File: src/rtl/pipe_ex_arbiter.sv
// Round-robin front end that shares one pipe_ex datapath between two requesters.
// A tag pipeline matched to the datapath latency sends each result back to its issuer.
module pipe_ex_arbiter #(
  parameter int N   = 10,
  parameter int LAT = 3
) (
  input  logic                       clk,
  input  logic                       rst,
  input  logic                       req0_valid,
  output logic                       req0_ready,
  input  logic [N-1:0]               req0_A,
  input  logic [N-1:0]               req0_B,
  input  logic [N-1:0]               req0_C,
  input  logic [N-1:0]               req0_D,
  input  logic                       req1_valid,
  output logic                       req1_ready,
  input  logic [N-1:0]               req1_A,
  input  logic [N-1:0]               req1_B,
  input  logic [N-1:0]               req1_C,
  input  logic [N-1:0]               req1_D,
  output logic [N-1:0]               pipe_A,
  output logic [N-1:0]               pipe_B,
  output logic [N-1:0]               pipe_C,
  output logic [N-1:0]               pipe_D,
  input  logic [N-1:0]               pipe_F,
  output logic                       rsp0_valid,
  output logic                       rsp1_valid,
  output logic [N-1:0]               rsp_F,
  output logic [$clog2(LAT+1)-1:0]   in_flight
);

  localparam int CW = $clog2(LAT+1);

  logic           rr_ptr_q, rr_ptr_d;
  logic [LAT-1:0] vld_q, vld_d;
  logic [LAT-1:0] id_q, id_d;
  logic [CW-1:0]  in_flight_q, in_flight_d;
  logic           grant0, grant1, transfer, grant_id;

  // rr_ptr only breaks ties; a lone requester always wins
  always_comb begin
    grant0 = 1'b0;
    grant1 = 1'b0;
    if (!rst) begin
      if (req0_valid && req1_valid) begin
        grant0 = !rr_ptr_q;
        grant1 = rr_ptr_q;
      end else begin
        grant0 = req0_valid;
        grant1 = req1_valid;
      end
    end
    transfer = grant0 | grant1;
    grant_id = grant1;
  end

  assign req0_ready = grant0;
  assign req1_ready = grant1;

  always_comb begin
    pipe_A = req0_A;
    pipe_B = req0_B;
    pipe_C = req0_C;
    pipe_D = req0_D;
    if (grant1) begin
      pipe_A = req1_A;
      pipe_B = req1_B;
      pipe_C = req1_C;
      pipe_D = req1_D;
    end
  end

  always_comb begin
    rr_ptr_d = rr_ptr_q;
    if (transfer) rr_ptr_d = !grant_id;

    vld_d    = '0;
    id_d     = '0;
    vld_d[0] = transfer;
    id_d[0]  = grant_id;
    for (int i = 1; i < LAT; i++) begin
      vld_d[i] = vld_q[i-1];
      id_d[i]  = id_q[i-1];
    end

    // Issue and retire on the same edge cancel out
    in_flight_d = in_flight_q;
    case ({transfer, vld_q[LAT-1]})
      2'b10:   in_flight_d = in_flight_q + CW'(1);
      2'b01:   in_flight_d = in_flight_q - CW'(1);
      default: in_flight_d = in_flight_q;
    endcase
  end

  always_ff @(posedge clk) begin
    if (rst) begin
      rr_ptr_q    <= 1'b0;
      vld_q       <= '0;
      id_q        <= '0;
      in_flight_q <= '0;
    end else begin
      rr_ptr_q    <= rr_ptr_d;
      vld_q       <= vld_d;
      id_q        <= id_d;
      in_flight_q <= in_flight_d;
    end
  end

  assign rsp0_valid = vld_q[LAT-1] && !id_q[LAT-1];
  assign rsp1_valid = vld_q[LAT-1] &&  id_q[LAT-1];
  assign rsp_F      = pipe_F;
  assign in_flight  = in_flight_q;

endmodule

File: config.mk
export PLATFORM = sky130hd
export DESIGN_NAME = pipe_ex_arbiter
export DESIGN_NICKNAME = d
export VERILOG_FILES = /design/src/rtl/pipe_ex_arbiter.sv
export SDC_FILE = /design/constraint.sdc
export NUM_CORES = 1
export LEC_CHECK = 0
export CORE_MARGIN = 8
export CORE_UTILIZATION = 24
export CTS_CLUSTER_SIZE = 25
export DETAILED_ROUTE_END_ITERATION = 10
export GPL_TIMING_DRIVEN = 1
export PLACE_DENSITY = 0.81
export REMOVE_ABC_BUFFERS = 1
export SETUP_SLACK_MARGIN = 0.15
export SKIP_CTS_REPAIR_TIMING = 1
export SLEW_MARGIN = 25
export SYNTH_ARGS = -nofsm -noshare
export SYNTH_HDL_FRONTEND = slang
export SYNTH_SLANG_ARGS = --single-unit
File: constraint.sdc
create_clock -name clk -period 1.9 [get_ports clk]
set_input_delay 0.38 -clock clk [delete_from_list [all_inputs] [get_ports clk]]
set_output_delay 0.38 -clock clk [all_outputs]
set_load 0.02 [all_outputs]
==> impl_metrics.toml, run 1 <==
[setup_path]
r2r-end = "in_flight[1]"
startpoint = "rr_ptr_q"
cp-end-kind = "primary output"
start_kind = "register"
critPathMaxStageDelay_ns = 0.34
required_ns = 1.52
timing.rr.start = "vld_q[2]"
critical_path_depth = 5
path_cells = "nand2b_4 > nand3b_4 > clkbuf_16 > mux2_2 > buf_6"
slowest_stage = "mux2_2"
worstSetupEndpoint = "pipe_B[9]"
path_class = "reg -> out"
path_max_fanout = 7
arrival_ns = 1.55
reg2regPathDepth = 3
r2r_setup_slack_ns = 0.68
crit_family = "multiplexers"
cp_num_buf_inv = 2

[cts]
h-tree-depth = 1
path_clk_slew_ns = 0.05
clkSinkCount = 9
clockBufferDepth = 2
clk_latency_ns = 0.23
cts_tree = "yes"
cts_root_buffer = "clkbuf_8"
cts_buffers = 3

[finish]
register_area_sq_um = 181
layout-drive-gt1-share_pct = 45.4
num-fill-cells = 354
areaGrowthSynthToFinish_pct = 145
multi_input_area_sq_um = 741
nNetsFinal = 314
fin_cells = 270
n_antenna_cell = 0

[synthesis]
synth_top_area_cell = "mux2_4"
synthAdderAreaFrac_pct = 1.19
synth_cells = 88
ys_types = 19
yosysWarningCount = 0
synth-simple-area-share_pct = 8.31
synth-compound-area-share_pct = 2.14
netlist_top_cells_area = "mux2_4 54%, dfxtp_1 17%, buf_4 7.1%"
syn_area_per_cell_sq_um = 12.0
synth_mux_area_share_pct = 56.3
ys_ff_latch = 9
synthXorXnorAreaFrac_pct = 1.66
synthDominantCellAreaShare_pct = 54.2
netlist_area_sq_mm = 0.00105
seq_area_frac_synth_pct = 17.1
synth_top_family_by_area = "multiplexers"

[floorplan]
ioPinCount = 150
dieArea_sq_mm = 0.00677
num_rows = 24
core_sq_mm = 0.00429
initial_core_util_pct = 24.5
die_y_microns = 82.3
die_w_microns = 82.3

[routing]
drtIter0Drc = 16
ant_nets = 0
drc = 0
first_pass_iters = 2
wl_per_cell_microns = 17.8
finalWirelength_microns = 4810
detail_route.vias_per_cell = 4.38
num_vias = 1182

[power_and_ir_drop]
p_comb_share_pct = 60.5
clockPowerShare_pct = 20.3
seqPwrFrac_pct = 19.2
p_switching_uw = 315
pwr_density_cell_mw_per_mm2 = 422
p_int_uw = 775
switching_share_pct = 28.9
p_leak_uw = 0.00130
ir_drop_mv = 0.264

[place]
dp_slack_ns = -0.690
portBuffers = 129
dp_hpwl_microns = 4190
place_congestion = 0.691
placedCellCount = 263

[grt]
grt_start_max_net_pins = 14
grt_overflow = 0
antenna_found_initial = 0
grt_pass1_wl_microns = 6700
grt_pass1_vias = 1391
track_usage_pct = 12.8

[sta]
worst_pin_slew_ns = 0.235
finalHoldViolations = 0
clock_skew_ns = 0.00174
drv_slew = 0
fin_crit_sh_pct = 102
setup_viol = 39
rsz0062_at_grt = "yes"
max-slew-margin-rel_pct = 84.3
fin_crit_ns = 1.93
timing.fmax_mhz = 517
final.setup.worst_slack_ns = -0.0348

[run_status]
violations = "negative setup slack"
status = "complete, but fails checks"

[job]
cap_violations = 0

[hold_path]
min_path_type = "reg -> reg"
[Yosys cell counts]
master    number
nand3b_4       1
nor2_1         3
dfxtp_1        9
mux2_4        38
and2_1         1
o21ai_0        1
a211oi_1       1
buf_4         10
nand2b_1       2
buf_6          4
inv_1          4
or3_1          1
xor2_1         1
ha_1           1
a21oi_1        2
nor2b_1        5
xnor2_1        1
buf_2          1
mux2_2         2
[layout make-up]
type | count | share of cell area, %
sequential | 9 | 7.03
multi-input combinational | 60 | 28.7
inverter | 4 | 0.581
timing repair buffer | 141 | 59.4
clock buffer | 4 | 1.74
tap | 52 | 2.52
[placed cells by master (no fill, tap or decap)]
| cell | n |
|---|---|
| and2_1 | 1 |
| xnor2_1 | 1 |
| nand2b_4 | 1 |
| nor2b_1 | 5 |
| mux2_4 | 38 |
| mux2_2 | 2 |
| xor2_1 | 1 |
| nand2b_1 | 1 |
| dlymetal6s2s_1 | 5 |
| ha_1 | 1 |
| a21oi_1 | 2 |
| or3_1 | 1 |
| a211oi_1 | 1 |
| clkdlybuf4s50_1 | 83 |
| buf_6 | 41 |
| clkbuf_1 | 1 |
| inv_1 | 4 |
| dfxtp_1 | 8 |
| nand3b_4 | 1 |
| o21ai_0 | 1 |
| clkbuf_16 | 3 |
| buf_12 | 3 |
| clkbuf_8 | 3 |
| buf_4 | 6 |
| nor2_1 | 3 |
| dfxtp_2 | 1 |
[logic make-up (layout without fill, tap and decap cells)]
logic type	after synthesis	count (layout)
mux	40	40
xor+xnor	2	2
simple gates	13	13
flops	9	9
fa+ha+maj	1	1
buf+inv	19	149
compound gates	4	4
[power by group through the flow]
stage	logic (uW)	clock network [uW]	registers [uW]
6_report	659	221	210
3_3_place_gp	613	0	212
3_5_place_dp	620	0	212
2_1_floorplan	252	0	218
5_1_grt	696	245	210
4_1_cts	623	233	209
[routing by layer]
metal	vias up	part of all wire [%]	routed length, microns	track usage, %
met3	2	16	745	10.1
li1	553	-	-	-
met1	535	27	1310	10.6
met2	92	56	2710	23.7
met5	-	0	0	0
met4	0	0.83	40	1.93
[sequential cells by signal, summed over array words and instances (netlist names)]
signal,count
id_q,3
vld_q,3
in_flight,2
rr_ptr_q,1
[worst reg2reg max path, delay by kind of cell (launching register included)]
kind	cells	cell delay [ns]
compound gates	1	0.14
fa+ha+maj	1	0.31
flops	1	0.32
simple gates	1	0.39
[worst min path at each step]
stage,endpoint,slack [ns],cells past startpoint,startpoint
global route,id_q[1],0.45,1,id_q[0]
global placement,id_q[1],0.42,1,id_q[0]
CTS,id_q[2],0.43,1,id_q[1]
finish,id_q[2],0.43,1,id_q[1]
floorplan,id_q[1],0.41,1,id_q[0]
detailed placement,vld_q[1],0.42,1,vld_q[0]
[through the flow]
step	hold WS, ns	setup TNS (ns)	total power [uW]	instance area, sq um	util [%]
floorplan	0.414	-0.174	470	928	-
CTS	0.434	-27.48	1060	2430	56.7
global placement	0.419	-26.17	825	2390	55.7
detailed placement	0.422	-27.67	832	2390	55.7
global route	0.451	-3.18	1150	2580	60.1
finish	0.431	-0.609	1090	2580	60.1
(Power assumes the default switching activity.)
==> inputs of run 2 (changes only) <==
CTS_CLUSTER_SIZE = 8   (was 25)
==> results of run 2 <==
Same layout as run 1: the final DEF is identical, and so are final timing and power.
==> inputs of run 3 (changes only) <==
CORE_UTILIZATION = 22   (was 24)
PLACE_DENSITY = 0.78   (was 0.81)
clock period = 1.7 ns   (was 1.9 ns; I/O delays follow)
==> run 3 against run 2 <==
The flow still finishes with violations (negative setup slack). Register-to-register slack got worse by 0.19 ns. Total power rose by 11%. Utilization fell by 4.3 points. Sequential power rose by 11%. Critical endpoint is now pipe_D[7]. Critical path depth did not move. Cell area rose by 0.73%. Worst hold slack improved by 0.0060 ns. Non-clock buffer count rose by 1. Via count rose by 0.34%. Final cell count rose by 1.1%. Largest cell class unchanged. Global-route usage fell by 0.96 points. Clock skew barely moved.
==> impl_metrics.toml, run 3 (same netlist as run 1, synthesis figures left out) <==
[finish]
layout-drive-gt1-share_pct = 47.0
final_cell_mix = "80 x clkdlybuf4s50_1, 42 x buf_6, 38 x mux2_4"
n_antenna_cell = 0
nNetsFinal = 315
fin_cells = 273
areaGrowthSynthToFinish_pct = 147
postLayoutCoreUtil_pct = 55.8
final_common_cell = "clkdlybuf4s50_1"
final_cell_area_sq_mm = 0.00260

[sta]
fin_crit_sh_pct = 112
holdWs_ns = 0.437
rsz0062_at_grt = "yes"
worst_pin_slew_ns = 0.240
timing.fmax_mhz = 526
fin_crit_ns = 1.90
drv_slew = 0
finalHoldViolations = 0
tns_ns = -7.31
clock_skew_ns = 0.00203
setup_viol = 40
final.setup.worst_slack_ns = -0.199
max-slew-margin-rel_pct = 84.0

[floorplan]
ioPinCount = 150
num_rows = 25
die_w_microns = 85.2
core_sq_mm = 0.00466
dieArea_sq_mm = 0.00726
die_y_microns = 85.2
initial_core_util_pct = 22.6

[cts]
cts_root_buffer = "clkbuf_8"
cts_buffers = 3
h-tree-depth = 1
clockBufferDepth = 2
cts_tree = "yes"
path_clk_slew_ns = 0.04
clk_latency_ns = 0.23
clkSinkCount = 9

[place]
place_congestion = 0.704
postPlaceCellArea_sq_mm = 0.00236
dp_hpwl_microns = 3940
portBuffers = 129
placedCellCount = 263

[grt]
antenna_found_initial = 0
grt_pass1_wl_microns = 6800
grt_start_max_net_pins = 23
grt_pass1_vias = 1361
grt_overflow = 0
track_usage_pct = 11.9

[setup_path]
timing.rr.start = "vld_q[2]"
start_kind = "register"
critPathMaxStageDelay_ns = 0.32
cp-end-kind = "primary output"
path_max_fanout = 8
crit_family = "buffers and inverters"
arrival_ns = 1.56
path_cells = "nand2b_4 > nand3b_4 > clkbuf_16 > mux2_4 > buf_6"
r2r_setup_slack_ns = 0.49
critical_path_depth = 5
slowest_stage = "dfxtp_2"
r2r-end = "in_flight[1]"
path_class = "reg -> out"
reg2regPathDepth = 3
startpoint = "rr_ptr_q"
required_ns = 1.36
cp_num_buf_inv = 2

[routing]
drtIter0Drc = 10
dr_wl_met2_microns = 2430
routed.top_layer = "met4"
wl_per_cell_microns = 17.5
wl_met1_microns = 1490
finalWirelength_microns = 4770
first_pass_iters = 2
ant_nets = 0
drc = 0
num_vias = 1186
detail_route.vias_per_cell = 4.34
wl_met3_microns = 785

[hold_path]
hold_depth = 1
hold_start = "vld_q[0]"
hold_end = "vld_q[1]"
min_path_type = "reg -> reg"

[power_and_ir_drop]
p_leak_uw = 0.00134
pwr_density_cell_mw_per_mm2 = 466
ir_drop_mv = 0.195

[run_status]
status = "complete, but fails checks"
violations = "negative setup slack"

[job]
cap_violations = 0
run 3: metal layers:
metal	GRT usage, %	vias up
li1	-	554
met1	9.02	536
met2	21.7	90
met3	9.94	6
met4	3.56	0
met5	0	-
run 3: how the worst max path moves through the flow:
| stage | end | slack (ns) |
|---|---|---|
| finish | pipe_D[7] | -0.20 |
| global placement | pipe_B[9] | -0.80 |
| CTS | pipe_B[9] | -0.82 |
| detailed placement | pipe_A[9] | -0.81 |
| floorplan | pipe_A[9] | -0.16 |
| global route | pipe_A[3] | -0.27 |
run 3: where the power goes:
group          internal, uW  total, uW  switching (uW)
registers               226        234            7.64
logic                   476        736             260
clock network           163        243            80.4
run 3: layout make-up:
| cell class | count | area (sq um) |
|---|---|---|
| repair buffers | 142 | 1550 |
| inverters | 4 | 15.0 |
| well taps | 54 | 67.6 |
| fillers | 399 | 2060 |
| multi-input cells | 60 | 743 |
| flip-flops and latches | 9 | 181 |
| clock buffers | 4 | 45.0 |
run 3: worst register-to-register path, stage by stage, from the launching register on:
cell and delay, ns:
dfxtp_1 0.32, ha_1 0.31, or3_1 0.37, a21oi_1 0.15
run 3: per-stage QoR:
| stage | setup slack, ns | total power, uW |
|---|---|---|
| 2_1_floorplan | -0.159 | 525 |
| 3_3_place_gp | -0.805 | 912 |
| 3_5_place_dp | -0.809 | 921 |
| 4_1_cts | -0.816 | 1180 |
| 5_1_grt | -0.267 | 1280 |
| 6_report | -0.199 | 1210 |
